--- src/rtl/aosf1_types_pkg.sv ---
// AOSF1Types: shared SoftReg/AXI-Lite definitions for the F1 register fabric.
//   - SoftRegReq / SoftRegResp  : 64-bit SoftReg request/response bundles
//   - F1_SR2AXIL_TIMEOUT_CYCLES : default response watchdog limit
//   - F1_SR2AXIL_TIMEOUT_DATA   : read data returned when the watchdog fires
//   - AXI_RESP_*                : AXI-Lite BRESP/RRESP encodings
package AOSF1Types;

    typedef struct packed {
        logic        valid;
        logic        isWrite;
        logic [63:0] addr;
        logic [63:0] data;
    } SoftRegReq;

    typedef struct packed {
        logic        valid;
        logic [63:0] data;
    } SoftRegResp;

    localparam int          F1_SR2AXIL_TIMEOUT_CYCLES = 1024;
    localparam logic [63:0] F1_SR2AXIL_TIMEOUT_DATA   = 64'hDEADDEAD_DEADDEAD;

    localparam logic [1:0] AXI_RESP_OKAY   = 2'b00;
    localparam logic [1:0] AXI_RESP_EXOKAY = 2'b01;
    localparam logic [1:0] AXI_RESP_SLVERR = 2'b10;
    localparam logic [1:0] AXI_RESP_DECERR = 2'b11;

endpackage

--- src/rtl/sr2axil_master.sv ---
// sr2axil_master: converts one 64-bit SoftReg request at a time into two
// 32-bit AXI-Lite beats (low word at addr[W-1:3]+0, high word at +4) and
// reassembles read beats into a single 64-bit SoftReg response.
//
// Ports:
//   clk_main_a0, rst_main_n           clock, asynchronous active-low reset
//   sr_req_valid/isWrite/addr/data    SoftReg request in
//   sr_req_grant                      request accepted (combinational, IDLE only)
//   sr_resp_valid/data                one-cycle read response pulse, data held
//   m_axil_aw*/w*/b*/ar*/r*           AXI-Lite master channels (outputs registered)
//   axil_err                          sticky error flag, cleared only by reset
//
// Optional feature macro: SR2AXIL_TIMEOUT_EN -- response watchdog of
// TIMEOUT_CYCLES; on expiry the block flags an error, returns the timeout
// pattern for reads and refuses further requests until reset.
module sr2axil_master
    import AOSF1Types::*;
#(
    parameter int ADDR_WIDTH     = 32,
    parameter int TIMEOUT_CYCLES = F1_SR2AXIL_TIMEOUT_CYCLES
) (
    input  logic                  clk_main_a0,
    input  logic                  rst_main_n,
    input  logic                  sr_req_valid,
    input  logic                  sr_req_isWrite,
    input  logic [ADDR_WIDTH-1:0] sr_req_addr,
    input  logic [63:0]           sr_req_data,
    output logic                  sr_req_grant,
    output logic                  sr_resp_valid,
    output logic [63:0]           sr_resp_data,
    output logic [ADDR_WIDTH-1:0] m_axil_awaddr,
    output logic                  m_axil_awvalid,
    input  logic                  m_axil_awready,
    output logic [31:0]           m_axil_wdata,
    output logic [3:0]            m_axil_wstrb,
    output logic                  m_axil_wvalid,
    input  logic                  m_axil_wready,
    input  logic [1:0]            m_axil_bresp,
    input  logic                  m_axil_bvalid,
    output logic                  m_axil_bready,
    output logic [ADDR_WIDTH-1:0] m_axil_araddr,
    output logic                  m_axil_arvalid,
    input  logic                  m_axil_arready,
    input  logic [31:0]           m_axil_rdata,
    input  logic [1:0]            m_axil_rresp,
    input  logic                  m_axil_rvalid,
    output logic                  m_axil_rready,
    output logic                  axil_err
);

    typedef enum logic [2:0] {IDLE, WR_ISSUE, WR_RESP, RD_ISSUE, RD_RESP} state_t;

    state_t                state_reg;
    logic                  beat_reg;      // 0 = low word, 1 = high word
    logic [ADDR_WIDTH-4:0] addr_hi_reg;   // 8-byte aligned request address
    logic [31:0]           wr_hi_reg;     // high write word, issued on the second beat
    logic [31:0]           rd_lo_reg;     // low read word, held until the high beat returns

    // Byte offset [2:0] is ignored: beats always land on +0 and +4.
    logic unused_addr_lsbs;
    assign unused_addr_lsbs = ^sr_req_addr[2:0];

`ifdef SR2AXIL_TIMEOUT_EN
    localparam int CNT_W = $clog2(TIMEOUT_CYCLES + 1);
    logic [CNT_W-1:0] tmo_cnt_reg;
    logic             tmo_dead_reg;   // watchdog fired; block is parked until reset
    logic             tmo_hit;
    // Fires on the last cycle of the window so the response is visible
    // exactly TIMEOUT_CYCLES cycles after entering the wait state.
    assign tmo_hit      = (tmo_cnt_reg == CNT_W'(TIMEOUT_CYCLES - 1));
    assign sr_req_grant = sr_req_valid && (state_reg == IDLE) && !tmo_dead_reg;
`else
    logic unused_tmo;
    assign unused_tmo   = (TIMEOUT_CYCLES != 0);
    assign sr_req_grant = sr_req_valid && (state_reg == IDLE);
`endif

    always_ff @(posedge clk_main_a0 or negedge rst_main_n) begin
        if (!rst_main_n) begin
            state_reg      <= IDLE;
            beat_reg       <= 1'b0;
            addr_hi_reg    <= '0;
            wr_hi_reg      <= '0;
            rd_lo_reg      <= '0;
            sr_resp_valid  <= 1'b0;
            sr_resp_data   <= '0;
            m_axil_awaddr  <= '0;
            m_axil_awvalid <= 1'b0;
            m_axil_wdata   <= '0;
            m_axil_wstrb   <= '0;
            m_axil_wvalid  <= 1'b0;
            m_axil_bready  <= 1'b0;
            m_axil_araddr  <= '0;
            m_axil_arvalid <= 1'b0;
            m_axil_rready  <= 1'b0;
            axil_err       <= 1'b0;
`ifdef SR2AXIL_TIMEOUT_EN
            tmo_cnt_reg    <= '0;
            tmo_dead_reg   <= 1'b0;
`endif
        end else begin
            sr_resp_valid <= 1'b0;
`ifdef SR2AXIL_TIMEOUT_EN
            // Counter runs only while waiting for B/R; any other state clears
            // it, so every entry into a wait state starts from zero.
            if (state_reg == WR_RESP || state_reg == RD_RESP)
                tmo_cnt_reg <= tmo_cnt_reg + 1'b1;
            else
                tmo_cnt_reg <= '0;
`endif
            case (state_reg)
                IDLE: begin
                    if (sr_req_grant) begin
                        addr_hi_reg <= sr_req_addr[ADDR_WIDTH-1:3];
                        wr_hi_reg   <= sr_req_data[63:32];
                        beat_reg    <= 1'b0;
                        if (sr_req_isWrite) begin
                            m_axil_awaddr  <= {sr_req_addr[ADDR_WIDTH-1:3], 3'b000};
                            m_axil_wdata   <= sr_req_data[31:0];
                            m_axil_wstrb   <= 4'hF;
                            m_axil_awvalid <= 1'b1;
                            m_axil_wvalid  <= 1'b1;
                            state_reg      <= WR_ISSUE;
                        end else begin
                            m_axil_araddr  <= {sr_req_addr[ADDR_WIDTH-1:3], 3'b000};
                            m_axil_arvalid <= 1'b1;
                            state_reg      <= RD_ISSUE;
                        end
                    end
                end
                WR_ISSUE: begin
                    // AW and W retire independently; a dropped valid marks
                    // that channel as already done for this beat.
                    if (m_axil_awready) m_axil_awvalid <= 1'b0;
                    if (m_axil_wready)  m_axil_wvalid  <= 1'b0;
                    if ((!m_axil_awvalid || m_axil_awready) &&
                        (!m_axil_wvalid  || m_axil_wready)) begin
                        m_axil_bready <= 1'b1;
                        state_reg     <= WR_RESP;
                    end
                end
                WR_RESP: begin
                    if (m_axil_bvalid) begin
                        m_axil_bready <= 1'b0;
                        if (m_axil_bresp != AXI_RESP_OKAY) axil_err <= 1'b1;
                        if (!beat_reg) begin
                            beat_reg       <= 1'b1;
                            m_axil_awaddr  <= {addr_hi_reg, 3'b100};
                            m_axil_wdata   <= wr_hi_reg;
                            m_axil_awvalid <= 1'b1;
                            m_axil_wvalid  <= 1'b1;
                            state_reg      <= WR_ISSUE;
                        end else begin
                            state_reg <= IDLE;
                        end
                    end
`ifdef SR2AXIL_TIMEOUT_EN
                    else if (tmo_hit) begin
                        m_axil_bready <= 1'b0;
                        axil_err      <= 1'b1;
                        tmo_dead_reg  <= 1'b1;
                        state_reg     <= IDLE;
                    end
`endif
                end
                RD_ISSUE: begin
                    if (m_axil_arready) begin
                        m_axil_arvalid <= 1'b0;
                        m_axil_rready  <= 1'b1;
                        state_reg      <= RD_RESP;
                    end
                end
                RD_RESP: begin
                    if (m_axil_rvalid) begin
                        m_axil_rready <= 1'b0;
                        if (m_axil_rresp != AXI_RESP_OKAY) axil_err <= 1'b1;
                        if (!beat_reg) begin
                            rd_lo_reg      <= m_axil_rdata;
                            beat_reg       <= 1'b1;
                            m_axil_araddr  <= {addr_hi_reg, 3'b100};
                            m_axil_arvalid <= 1'b1;
                            state_reg      <= RD_ISSUE;
                        end else begin
                            sr_resp_valid <= 1'b1;
                            sr_resp_data  <= {m_axil_rdata, rd_lo_reg};
                            state_reg     <= IDLE;
                        end
                    end
`ifdef SR2AXIL_TIMEOUT_EN
                    else if (tmo_hit) begin
                        m_axil_rready <= 1'b0;
                        axil_err      <= 1'b1;
                        tmo_dead_reg  <= 1'b1;
                        sr_resp_valid <= 1'b1;
                        sr_resp_data  <= F1_SR2AXIL_TIMEOUT_DATA;
                        state_reg     <= IDLE;
                    end
`endif
                end
                default: state_reg <= IDLE;
            endcase
        end
    end

endmodule

--- config.mk ---
export PLATFORM = sky130hd
export DESIGN_NAME = sr2axil_master
export DESIGN_NICKNAME = d
export VERILOG_FILES = /design/src/rtl/aosf1_types_pkg.sv /design/src/rtl/sr2axil_master.sv
export SDC_FILE = /design/constraint.sdc
export NUM_CORES = 1
export LEC_CHECK = 0
export BUFFER_PORTS_ARGS = -buffer_cell sky130_fd_sc_hd__buf_2
export CORE_UTILIZATION = 52
export DETAILED_ROUTE_END_ITERATION = 7
export PLACE_DENSITY = 0.8
export SETUP_SLACK_MARGIN = 0.2
export SLEW_MARGIN = 20
export SYNTH_ARGS = -nofsm -noshare
export SYNTH_HDL_FRONTEND = slang
export SYNTH_SLANG_ARGS = --single-unit
--- constraint.sdc ---
create_clock -name clk_main_a0 -period 1.9 [get_ports clk_main_a0]
set_input_delay 0.19 -clock clk_main_a0 [delete_from_list [all_inputs] [get_ports clk_main_a0]]
set_output_delay 0.19 -clock clk_main_a0 [all_outputs]
set_load 0.1 [all_outputs]
[After elaboration in Yosys (flattened, before gate mapping)]
Index checks and enable logic that the tools add are counted.
Word-level totals
  register bits after elaboration: 265
  bits of input ports: 141
  output and inout bits: 172
  logic and storage cells: 120
Operators by class
  eq/ne operators: 17
  muxes and demuxes: 54
  bitwise operators: 1
  reductions and logical operators: 31
Operator list (count)
  $mux 32: 11
  $pmux 32 s2: 3
  $ne 2x2->1 const B: 13
  $mux 1: 25
  $reduce_and 5->1: 4
  $reduce_and 6->1: 3
  $mux 3: 5
  $pmux 3 s5: 1
  $reduce_and 3->1: 5
  $reduce_bool 2->1: 7
  $pmux 1 s3: 4
  $reduce_bool 3->1: 3
  $eq 3x2->1 const B: 2
  $pmux 1 s2: 3
  $mux 2: 2
  $reduce_and 4->1: 1
  $eq 3x1->1 const B: 1
  $eq 3x3->1 const B: 1
  $logic_not 3->1: 1
  $logic_and 1x1->1: 2
  $logic_not 1->1: 2
  $logic_or 1x1->1: 2
  $reduce_and 2->1: 1
  $not 1->1: 1

[Logic depth before layout (Yosys ltp)]
Gate-level depths: netlist of run 1.
  word-level depth: 5
  gate-level depth with buffers: 7
  depth with buffers taken out: 4

[Worst setup path after synthesis of run 1]
OpenSTA, ideal clock, no wires.
  kind: reg-to-reg
  start: reg state_reg[2]
  end: reg addr_hi_reg[20]
  library setup time: 0.125 ns
  arrival: 1.757 ns
  data required time: 1.775 ns
  setup slack: 0.018 ns
  cell stages (with the launch flop): 6
  path buffers: 3
  period minus slack after synthesis: 1.882 ns
  path through: dfrtp_1 -> buf_2 -> nor4b_1 -> buf_2 -> buf_4 -> mux2_2
On the way
  cells in the longest elaborated chain, start to end: 3
Ends and longest elaborated chain
  start: declaration: line sr2axil_master.sv:53  | state_t state_reg;
  start signal: assignment: line sr2axil_master.sv:80  | state_reg <= IDLE;
  start signal: assignment: line sr2axil_master.sv:123  | state_reg <= WR_ISSUE;
  start signal: assignment: line sr2axil_master.sv:127  | state_reg <= RD_ISSUE;
  $logic_not 3->1: line sr2axil_master.sv:75  | assign sr_req_grant = sr_req_valid && (state_reg == IDLE);
  $logic_and 1x1->1: line sr2axil_master.sv:75
  net sr_req_grant: line sr2axil_master.sv:28  | output logic sr_req_grant,
  $reduce_and 2->1 (no source line)
  end signal: assignment: line sr2axil_master.sv:114  | addr_hi_reg <= sr_req_addr[ADDR_WIDTH-1:3];
  end: declaration: line sr2axil_master.sv:55  | logic [ADDR_WIDTH-4:0] addr_hi_reg;
The timed path passes the listed nets, and every way through them passes these cells.
A chain may end at the register's enable or synchronous reset.

[Worst setup path in the final report of run 1]
  start: reg state_reg[1]
  end: reg m_axil_rready
On the way
  cells in the longest elaborated chain, start to end: 3
  elaborated cells between the ends (all ways): 7
  classes of those cells: eq/ne (4); mux (1); reduce/logical (2)
Ends and longest elaborated chain
  $eq 3x2->1 or $eq 3x3->1 (tied branches): line sr2axil_master.sv:111  | case (state_reg)
  $ne 2x2->1 (no source line) or $reduce_bool 2->1 (tied branches)
  $reduce_and 3->1 (no source line)
  end signal: assignment: line sr2axil_master.sv:95  | m_axil_rready <= 1'b0;
  end signal: assignment: line sr2axil_master.sv:169  | m_axil_rready <= 1'b1;
  end signal: assignment: line sr2axil_master.sv:175  | m_axil_rready <= 1'b0;
  end: declaration: line sr2axil_master.sv:47  | output logic m_axil_rready,
Parallel ways exist; a longest one is shown, timed or not.

==> results of run 1 <==
==> worst max-delay path: cells and delay by family (launching register included) <==
family	cells	cell delay, ns
compound gates	2	1.26
buf+inv	3	0.54
flops	1	0.43
==> cells by family (layout without fill, tap and decap cells) <==
| logic type | Yosys count | count (layout) | share of synthesized area |
|---|---|---|---|
| compound gates | 115 | 115 | 0.0648 |
| buf+inv | 68 | 613 | 0.0329 |
| flops | 261 | 261 | 0.613 |
| mux | 189 | 189 | 0.196 |
| other cells | 1 | 7 | 0.000352 |
| simple gates | 248 | 248 | 0.0926 |
==> timing repair <==
action	in CTS	in global routing
hold endpoints to repair	330	0
setup buffers	37	14
setup endpoints to repair	115	257
pin swaps	12	20
gates resized for setup	142	244
cloned	23	20
hold buffers	130	0
==> layer usage <==
| metal | track usage | routed length (um) |
|---|---|---|
| met1 | 0.418 | 17200 |
| met2 | 0.629 | 24000 |
| met3 | 0.0689 | 6080 |
| met4 | 0.221 | 5030 |
| met5 | 0 | 46 |
==> final cells by class <==
cell class	instances	area [sq um]
sequential	261	6540
timing repair buffer	560	5220
tap	265	332
inverter	3	11.3
antenna	3	7.51
clock buffer	40	785
fill	654	1830
clock inverter	10	85.1
multi-input combinational	556	4980
==> cell usage after synthesis, types with 5 or more instances <==
library cell	number
dfrtp_1	261
o21ai_0	34
mux2i_1	30
nor2_1	66
mux2_1	49
a31oi_1	62
nand2_1	163
mux2_2	110
a21oi_1	5
buf_4	14
buf_2	34
a21o_1	5
clkbuf_1	16
==> stage by stage <==
step,std cells,cell area (sq um),setup slack [ns]
global route,1698,18000,-0.515
global placement,1421,12700,0.126
CTS,1661,16300,-0.0452
finish,1698,18000,-0.624
detailed placement,1421,12700,0.0834
floorplan,885,10700,0.232
==> worst max path at each step <==
| stage | end | slack (ns) | start |
|---|---|---|---|
| after floorplan | state_reg[0] | 0.23 | m_axil_wvalid |
| final | m_axil_rready | -0.62 | state_reg[1] |
| after CTS | sr_req_grant | -0.05 | state_reg[1] |
| after global routing | m_axil_rready | -0.51 | state_reg[1] |
| after detailed placement | rd_lo_reg[28] | 0.08 | state_reg[2] |
| after global placement | rd_lo_reg[5] | 0.13 | state_reg[2] |
==> insert_results.sql, run 1 <==
INSERT INTO impl_metrics (metric_group, metric, value, unit) VALUES
('timing', 'timing.clock.skew', '0.0140', 'ns'),
('timing', 'worst_pin_slew', '0.920', 'ns'),
('cells_and_area', 'mostFrequentLayoutCells', 'buf_2 (303), dfrtp_1 (258), nand2_1 (160)', ''),
('yosys', 'postSynthRegisterBits', '261', ''),
('cts', 'tritoncts', 'built', ''),
('critical_path', 'critical_setup_path_kind', 'reg2reg', ''),
('global_routing', 'via_count_of_the_first_global_routing_pass', '10600', ''),
('critical_path', 'cp-start-kind', 'flip-flop', ''),
('global_routing', 'wire_length_of_the_first_global_routing_pass', '59300', 'um'),
('place', 'routabilityCongestion', '0.803', ''),
('timing', 'period_minus_slack', '2.52', 'ns'),
('place', 'dpl.hpwl', '17500', 'um'),
('cts', 'tritoncts.num_buffers', '27', ''),
('cells_and_area', 'final_layout_size_suffix_gt1_frac', '0.513', ''),
('cts', 'clock_insertion_delay_worst_skew', '0.54', 'ns'),
('critical_path', 'crit_path_cell_trace', 'buf_6 -> buf_4 -> bufbuf_16 -> a31oi_1 -> o21ai_0', ''),
('drt', 'drt-pass1-iter-count', '5', ''),
('yosys', 'yosys_most_used_dff', 'dfrtp_1', ''),
('cts', 'ctsHtreeMaxLevel', '1', ''),
('cells_and_area', 'post-route-util', '0.908', ''),
('critical_path', 'timing.critical_path.slowest_cell_delay', '0.72', 'ns'),
('drt', 'initialDrtViolationCount', '1091', ''),
('critical_path', 'r2r_path_start', 'state_reg[1]', ''),
('global_routing', 'grt_start_max_net_pins', '66', ''),
('timing', 'grt_setup_unrepaired', 'yes', ''),
('critical_path', 'worst_r2r_endpoint', 'm_axil_rready', ''),
('yosys', 'post_synth_inst_count', '882', ''),
('cells_and_area', 'flip_flop_count_of_the_largest_register_all_copies_and_words_added', '64', ''),
('global_routing', 'grt_use_total', '0.364', ''),
('drt', 'detailroute.via_count', '10900', ''),
('floorplanning', 'die_h', '145', 'um'),
('drt', 'route.antenna.remaining_nets', '0', ''),
('min_path', 'holdCritStartpoint', 'm_axil_rvalid', ''),
('critical_path', 'worst_endpoint_required_time', '2.16', 'ns'),
('drt', 'wl', '52300', 'um'),
('cts', 'clock_tree.buffer_depth', '3', ''),
('min_path', 'worst_hold_path_type', 'in2reg', ''),
('yosys', 'ys.warnings.count', '0', ''),
('floorplanning', 'initial_core_util', '0.539', ''),
('critical_path', 'cp_max_fo', '10', ''),
('yosys', 'synth_sequential_area_ratio', '0.613', ''),
('timing', 'fin_hold_ws', '0.0804', 'ns'),
('yosys', 'ys_top_cells_by_area', 'dfrtp_1 (61%), mux2_2 (12%), nand2_1 (5.7%), mux2_1 (5.2%), a31oi_1 (3.6%)', ''),
('floorplanning', 'count_of_standard_cell_rows', '51', ''),
('cts', 'clk_pin_slew', '0.06', 'ns'),
('yosys', 'netlist-cell-type-count', '31', ''),
('place', 'port_buffers', '305', ''),
('cts', 'clock_tree.root_cell', 'clkbuf_16', ''),
('timing', 'timing_max_transition_violations_final', '0', ''),
('drt', 'remaining_drc_errors', '0', ''),
('yosys', 'yosys.area.top_type_share', '0.613', ''),
('yosys', 'synth_edf_count', '0', ''),
('status', 'run_status', 'finished with violations', ''),
('yosys', 'netlist_area', '0.0107', 'sq mm'),
('critical_path', 'worst-r2r-cell-count', '5', ''),
('floorplanning', 'die-width', '145', 'um'),
('cells_and_area', 'area_growth', '68.6', '%'),
('timing', 'final_sum_of_negative_setup_slack', '-14.59', 'ns'),
('floorplanning', 'fp.coreArea', '0.0198', 'sq mm'),
('critical_path', 'worstSetupEndpointType', 'flip-flop', ''),
('timing', 'setup_viol', '204', ''),
('cts', 'cts.sinks', '261', ''),
('yosys', 'yosysTopAreaCell', 'dfrtp_1', ''),
('floorplanning', 'num_io_pins', '313', ''),
('status', 'violations', 'setup timing', ''),
('floorplanning', 'floorplan.die_area', '0.0211', 'sq mm'),
('drt', 'via_per_inst', '6.41', ''),
('cells_and_area', 'largest-register', 'sr_resp_data', ''),
('timing', 'setup_slack', '-0.624', 'ns'),
('timing', 'timing.final.hold_violations', '0', ''),
('timing', 'max-slew-margin-rel', '0.380', '');
Power of run 1 is not shown: default switching activity piles up to over one toggle a cycle in this logic, so the estimate is an artifact.
==> run 2: changes to the inputs <==
- CAP_MARGIN: unset -> 20
- CTS_BUF_LIST: unset -> sky130_fd_sc_hd__clkbuf_16
==> run 2 against run 1 <==
The flow still finishes with violations (setup timing). Critical path depth up 4. Register-to-register slack better by 0.27 ns. Worst hold slack worse by 0.027 ns. Utilization down 2.1 points.
==> insert_results.sql, run 2 (synthesis gave the netlist of run 1 again) <==
INSERT INTO impl_metrics (metric_group, metric, value, unit) VALUES
('global_routing', 'grt_use_total', '0.361', ''),
('place', 'placed_area', '0.0127', 'sq mm'),
('floorplanning', 'initial_core_util', '0.539', ''),
('cts', 'clock_tree.buffer_depth', '3', ''),
('cells_and_area', 'mostFrequentLayoutCells', 'buf_2 (303), dfrtp_1 (258), nand2_1 (160)', ''),
('global_routing', 'grtUsageMet3', '0.0950', ''),
('status', 'run_status', 'finished with violations', ''),
('timing', 'fmax', '443', 'MHz'),
('critical_path', 'critical_setup_path_kind', 'reg2reg', ''),
('cells_and_area', 'final_layout_size_suffix_gt1_frac', '0.481', ''),
('global_routing', 'globalRoute.busiestLayer', 'met2', ''),
('critical_path', 'worst_endpoint_required_time', '2.29', 'ns'),
('floorplanning', 'num_io_pins', '313', ''),
('timing', 'timing_max_transition_violations_final', '0', ''),
('timing', 'max-slew-margin-rel', '0.618', ''),
('cells_and_area', 'flip_flop_count_of_the_largest_register_all_copies_and_words_added', '64', ''),
('timing', 'timing.clock.skew', '0.0234', 'ns'),
('drt', 'via_per_inst', '6.24', ''),
('critical_path', 'timing.critical_path.depth', '9', ''),
('global_routing', 'met1_usage', '0.406', ''),
('status', 'violations', 'setup timing', ''),
('critical_path', 'cp_common_cell', 'buf_6', ''),
('critical_path', 'timing.critical_path.slowest_cell_delay', '0.45', 'ns'),
('floorplanning', 'count_of_standard_cell_rows', '51', ''),
('cts', 'tritoncts', 'built', ''),
('floorplanning', 'fp.coreArea', '0.0198', 'sq mm'),
('global_routing', 'grt.met2_usage', '0.619', ''),
('cells_and_area', 'area_growth', '64.6', '%'),
('cells_and_area', 'final_common_cell', 'buf_2', ''),
('critical_path', 'worstSetupEndpointType', 'flip-flop', ''),
('drt', 'wl', '48700', 'um'),
('critical_path', 'crit_path_cell_trace', 'buf_6 -> buf_8 -> nor2_4 -> buf_6 -> and2_4 -> buf_12 -> buf_16 -> nand2_1 -> a31oi_2', ''),
('critical_path', 'worst-r2r-cell-count', '9', ''),
('timing', 'post-route-period-util', '1.19', ''),
('cts', 'cts.sinks', '261', ''),
('job', 'timing.max_cap.violations', '0', ''),
('critical_path', 'arrival_worst_endpoint', '2.65', 'ns'),
('min_path', 'worst_hold_path_type', 'in2reg', ''),
('cts', 'ctsHtreeMaxLevel', '1', ''),
('drt', 'post_drt_wl_per_cell', '28.6', 'um'),
('cells_and_area', 'final_design_area_no_fill', '0.0175', 'sq mm'),
('floorplanning', 'floorplan.die_area', '0.0211', 'sq mm'),
('cts', 'tritoncts.num_buffers', '27', ''),
('drt', 'detailroute.via_count', '10600', ''),
('global_routing', 'wire_length_of_the_first_global_routing_pass', '58600', 'um'),
('floorplanning', 'die-width', '145', 'um'),
('critical_path', 'timing.critical_path.buf_inv', '5', ''),
('drt', 'route.antenna.remaining_nets', '0', ''),
('timing', 'grt_setup_unrepaired', 'yes', ''),
('cells_and_area', 'finalNetCount', '1555', ''),
('cells_and_area', 'largest-register', 'sr_resp_data', ''),
('cts', 'clk_pin_slew', '0.07', 'ns'),
('place', 'port_buffers', '305', ''),
('critical_path', 'cp_max_fo', '12', ''),
('global_routing', 'antenna_found_initial', '6', ''),
('drt', 'remaining_drc_errors', '0', ''),
('global_routing', 'via_count_of_the_first_global_routing_pass', '10300', ''),
('timing', 'worst_pin_slew', '0.577', 'ns'),
('timing', 'setup_slack', '-0.359', 'ns'),
('cts', 'clock_tree.root_cell', 'clkbuf_16', ''),
('drt', 'initialDrtViolationCount', '806', ''),
('min_path', 'hold-path-cell-count', '2', ''),
('critical_path', 'cp-start-kind', 'flip-flop', ''),
('place', 'routabilityCongestion', '0.803', ''),
('cts', 'clock_insertion_delay_worst_skew', '0.54', 'ns'),
('timing', 'setup_viol', '202', ''),
('timing', 'period_minus_slack', '2.26', 'ns'),
('global_routing', 'grt_start_max_net_pins', '66', ''),
('drt', 'drt-pass1-iter-count', '5', ''),
('critical_path', 'top_delay_family_on_crit_path', 'buffers and inverters', ''),
('timing', 'timing.final.hold_violations', '0', ''),
('global_routing', 'remaining_global_route_overflow', '0', ''),
('floorplanning', 'die_h', '145', 'um'),
('place', 'dpl.hpwl', '17500', 'um'),
('critical_path', 'critical_path_slowest_stage_cell', 'dfrtp_2', '');
[run 2: changes by cell type in the layout (fill, tap and decap cells not counted), sizes merged]
cell | previous run | this run
clkbuf | 55 | 38
diode | 3 | 4
clkinv | 6 | 12
inv | 5 | 12
buf | 414 | 423
[run 2: worst paths after layout]
check                                  from          endpoint  slack [ns]
setup / recovery               state_reg[0]  m_axil_wdata[19]       -0.36
hold / removal                m_axil_rvalid      state_reg[2]        0.05
setup reg to reg               state_reg[0]  m_axil_wdata[19]       -0.36
hold reg to reg            m_axil_araddr[2]  m_axil_araddr[2]        0.47
max in group asynchronous        rst_main_n  m_axil_wdata[27]        0.99
min in group asynchronous        rst_main_n   sr_resp_data[2]        0.20
[run 2: area by class of cell]
class                           instances  area, sq um
Antenna cell                            4         10.0
Clock buffer                           27          676
Clock inverter                         23          134
Fill cell                             723         2240
Inverter                                3         11.3
Multi-Input combinational cell        556         4720
Sequential cell                       261         6540
Tap cell                              265          332
Timing Repair Buffer                  565         5120
[run 2: timing repair]
| action | CTS | global route |
|---|---|---|
| gates cloned | 23 | 14 |
| setup buffers | 38 | 25 |
| pin swaps | 11 | 19 |
| resized for setup | 136 | 206 |
| hold endpoints to repair | 326 | 0 |
| setup endpoints to repair | 117 | 255 |
| hold buffers | 130 | 0 |
[run 2: worst reg2reg max path: stages, from the launching register on]
cell     delay, ns
dfrtp_2       0.45
buf_6         0.14
buf_8         0.13
nor2_4        0.12
buf_6         0.13
and2_4        0.21
buf_12        0.15
buf_16        0.15
nand2_1       0.18
a31oi_2       0.44
[run 2: through the flow]
| stage | setup slack [ns] | utilization | TNS [ns] | instances | hold slack, ns |
|---|---|---|---|---|---|
| after floorplan | 0.232 | - | 0 | 885 | -0.106 |
| after global placement | 0.126 | 0.643 | 0 | 1421 | 0.145 |
| after detailed placement | 0.0834 | 0.643 | 0 | 1421 | 0.148 |
| after CTS | -0.0458 | 0.820 | -0.199 | 1662 | 0.0105 |
| after global routing | -0.361 | 0.887 | -23.40 | 1704 | 0.0491 |
| final | -0.359 | 0.887 | -17.01 | 1704 | 0.0530 |
[run 2: routing by layer]
metal,share of wire,routed length [um],vias to the layer above
met5,0.00043,21,-
met2,0.47,22700,944
met1,0.33,16100,5166
met3,0.11,5260,402
met4,0.095,4610,4
li1,-,-,4124
Power of run 2 is left out for the same reason.
==> run 3: changes to the inputs <==
- CORE_UTILIZATION: 52 -> 48
- CTS_BUF_LIST: sky130_fd_sc_hd__clkbuf_16 -> sky130_fd_sc_hd__clkbuf_2
- PLACE_DENSITY: 0.8 -> 0.75
==> run 3 against run 2 <==
The flow still finishes with violations (setup timing). Cell area increased by 10%. Utilization is 0.11 points higher. Clock-buffer cell count is 78 higher. First-iteration DRC count decreased by 7.1%. Via count rose by 4.3%. Setup slack worse by 0.044 ns.
==> insert_results.sql, run 3 (synthesis gave the netlist of run 1 again) <==
INSERT INTO impl_metrics (metric_group, metric, value, unit) VALUES
('status', 'run_status', 'finished with violations', ''),
('status', 'violations', 'setup timing', ''),
('critical_path', 'r2r_path_start', 'state_reg[1]', ''),
('cells_and_area', 'flip_flop_count_of_the_largest_register_all_copies_and_words_added', '64', ''),
('drt', 'wl', '52500', 'um'),
('timing', 'post-route-period-util', '1.21', ''),
('timing', 'worst_pin_slew', '0.558', 'ns'),
('cts', 'tritoncts.num_buffers', '70', ''),
('timing', 'timing.clock.skew', '0.108', 'ns'),
('drt', 'remaining_drc_errors', '0', ''),
('cells_and_area', 'final_layout_size_suffix_gt1_frac', '0.535', ''),
('critical_path', 'cp-start-kind', 'flip-flop', ''),
('timing', 'max-slew-margin-rel', '0.628', ''),
('cts', 'clk_pin_slew', '0.15', 'ns'),
('drt', 'dr_wl_met2', '24900', 'um'),
('timing', 'timing.final.hold_violations', '0', ''),
('timing', 'final_sum_of_negative_setup_slack', '-43.79', 'ns'),
('place', 'dpl.hpwl', '17600', 'um'),
('timing', 'period_minus_slack', '2.30', 'ns'),
('critical_path', 'worstSetupEndpointType', 'output port', ''),
('critical_path', 'cp_max_fo', '2', ''),
('cts', 'clock_tree.buffer_depth', '3', ''),
('drt', 'post_drt_wl_per_cell', '28.8', 'um'),
('critical_path', 'arrival_worst_endpoint', '2.11', 'ns'),
('drt', 'top_layer_used', 'met5', ''),
('timing', 'fin_hold_ws', '0.0885', 'ns'),
('timing', 'grt_setup_unrepaired', 'yes', ''),
('global_routing', 'via_count_of_the_first_global_routing_pass', '10800', ''),
('cts', 'tritoncts', 'built', ''),
('cells_and_area', 'final_common_cell', 'dfrtp_1', ''),
('min_path', 'holdCritStartpoint', 'sr_req_data[34]', ''),
('drt', 'route.layer.met1.wl', '17400', 'um'),
('cells_and_area', 'largest-register', 'sr_resp_data', ''),
('global_routing', 'antenna_found_initial', '5', ''),
('drt', 'detailroute.via_count', '11100', ''),
('place', 'routabilityCongestion', '0.787', ''),
('drt', 'via_per_inst', '6.10', ''),
('critical_path', 'worst_r2r_endpoint', 'sr_resp_data[22]', ''),
('critical_path', 'worst_endpoint_required_time', '1.71', 'ns'),
('cells_and_area', 'mostFrequentLayoutCells', 'dfrtp_1 (255), nand2_1 (160), dlygate4sd3_1 (138)', ''),
('timing', 'setup_viol', '243', ''),
('critical_path', 'reg2reg_slack', '-0.33', 'ns'),
('critical_path', 'critical_setup_path_kind', 'reg2out', ''),
('job', 'timing.max_cap.violations', '0', ''),
('floorplanning', 'floorplan.die_area', '0.0228', 'sq mm'),
('critical_path', 'worst-r2r-cell-count', '10', ''),
('floorplanning', 'die-width', '151', 'um'),
('cts', 'ctsHtreeMaxLevel', '3', ''),
('floorplanning', 'count_of_standard_cell_rows', '54', ''),
('timing', 'timing_max_transition_violations_final', '0', ''),
('global_routing', 'grt_use_total', '0.366', ''),
('min_path', 'worst_hold_path_type', 'in2reg', ''),
('drt', 'met3RoutedLength', '5920', 'um'),
('floorplanning', 'num_io_pins', '313', ''),
('floorplanning', 'initial_core_util', '0.488', ''),
('min_path', 'hold-path-cell-count', '3', ''),
('drt', 'initialDrtViolationCount', '749', ''),
('cts', 'clock_tree.root_cell', 'clkbuf_2', ''),
('cts', 'cts.sinks', '261', ''),
('global_routing', 'wire_length_of_the_first_global_routing_pass', '61900', 'um'),
('timing', 'setup_slack', '-0.402', 'ns'),
('place', 'port_buffers', '305', ''),
('min_path', 'hold_end', 'wr_hi_reg[2]', ''),
('global_routing', 'remaining_global_route_overflow', '0', ''),
('drt', 'drt-pass1-iter-count', '5', ''),
('place', 'detailedPlace.worstSlack', '0.117', 'ns'),
('global_routing', 'grt_start_max_net_pins', '61', ''),
('cells_and_area', 'finalNetCount', '1632', ''),
('cts', 'clock_insertion_delay_worst_skew', '0.87', 'ns'),
('timing', 'fmax', '434', 'MHz'),
('critical_path', 'crit_path_launch', 'state_reg[1]', ''),
('floorplanning', 'die_h', '151', 'um'),
('cells_and_area', 'area_growth', '81.9', '%'),
('floorplanning', 'fp.coreArea', '0.0218', 'sq mm'),
('drt', 'route.antenna.remaining_nets', '0', '');
-- run 3: per-stage QoR --
step	instances	instance area, sq um	utilization
floorplan	885	10700	-
global placement	1435	12700	0.583
detailed placement	1435	12700	0.583
CTS	1766	17600	0.804
global route	1820	19400	0.888
finish	1820	19400	0.888
-- run 3: final cells by class --
cell class              instances  area (sq um)
flip-flops and latches        261          6540
inverters                       3          13.8
well taps                     280           350
multi-input cells             556          4800
clock buffers                 105           526
repair buffers                599          7010
fillers                       737          2450
diodes                          4          10.0
clock inverters                12           126
-- run 3: per-layer routing --
layer,global-route usage,up-vias
met5,0,-
met2,0.614,1038
met1,0.429,5394
met3,0.105,379
met4,0.185,2
li1,-,4286
-- run 3: worst max path at each step --
stage,slack (ns),end,cells past startpoint
floorplan,0.23,state_reg[0],3
global placement,0.15,wr_hi_reg[25],4
detailed placement,0.12,addr_hi_reg[7],4
CTS,-0.31,sr_req_grant,4
global route,-0.46,sr_req_grant,4
finish,-0.40,sr_req_grant,4
-- run 3: critical path: stages (launching register included) --
cell and delay, ns:
dfrtp_2 0.46, buf_12 0.14, nor4b_4 0.31, buf_12 0.16
buf_12 0.16
-- run 3: what timing repair did --
action                     4_1_cts  5_1_grt
hold buffers                   138        0
hold endpoints to repair       486        0
pin swaps                        4       12
gates cloned                    33       16
setup endpoints to repair      305      380
setup buffers                   43       34
resized for setup              471      289
Power of run 3 is left out for the same reason.
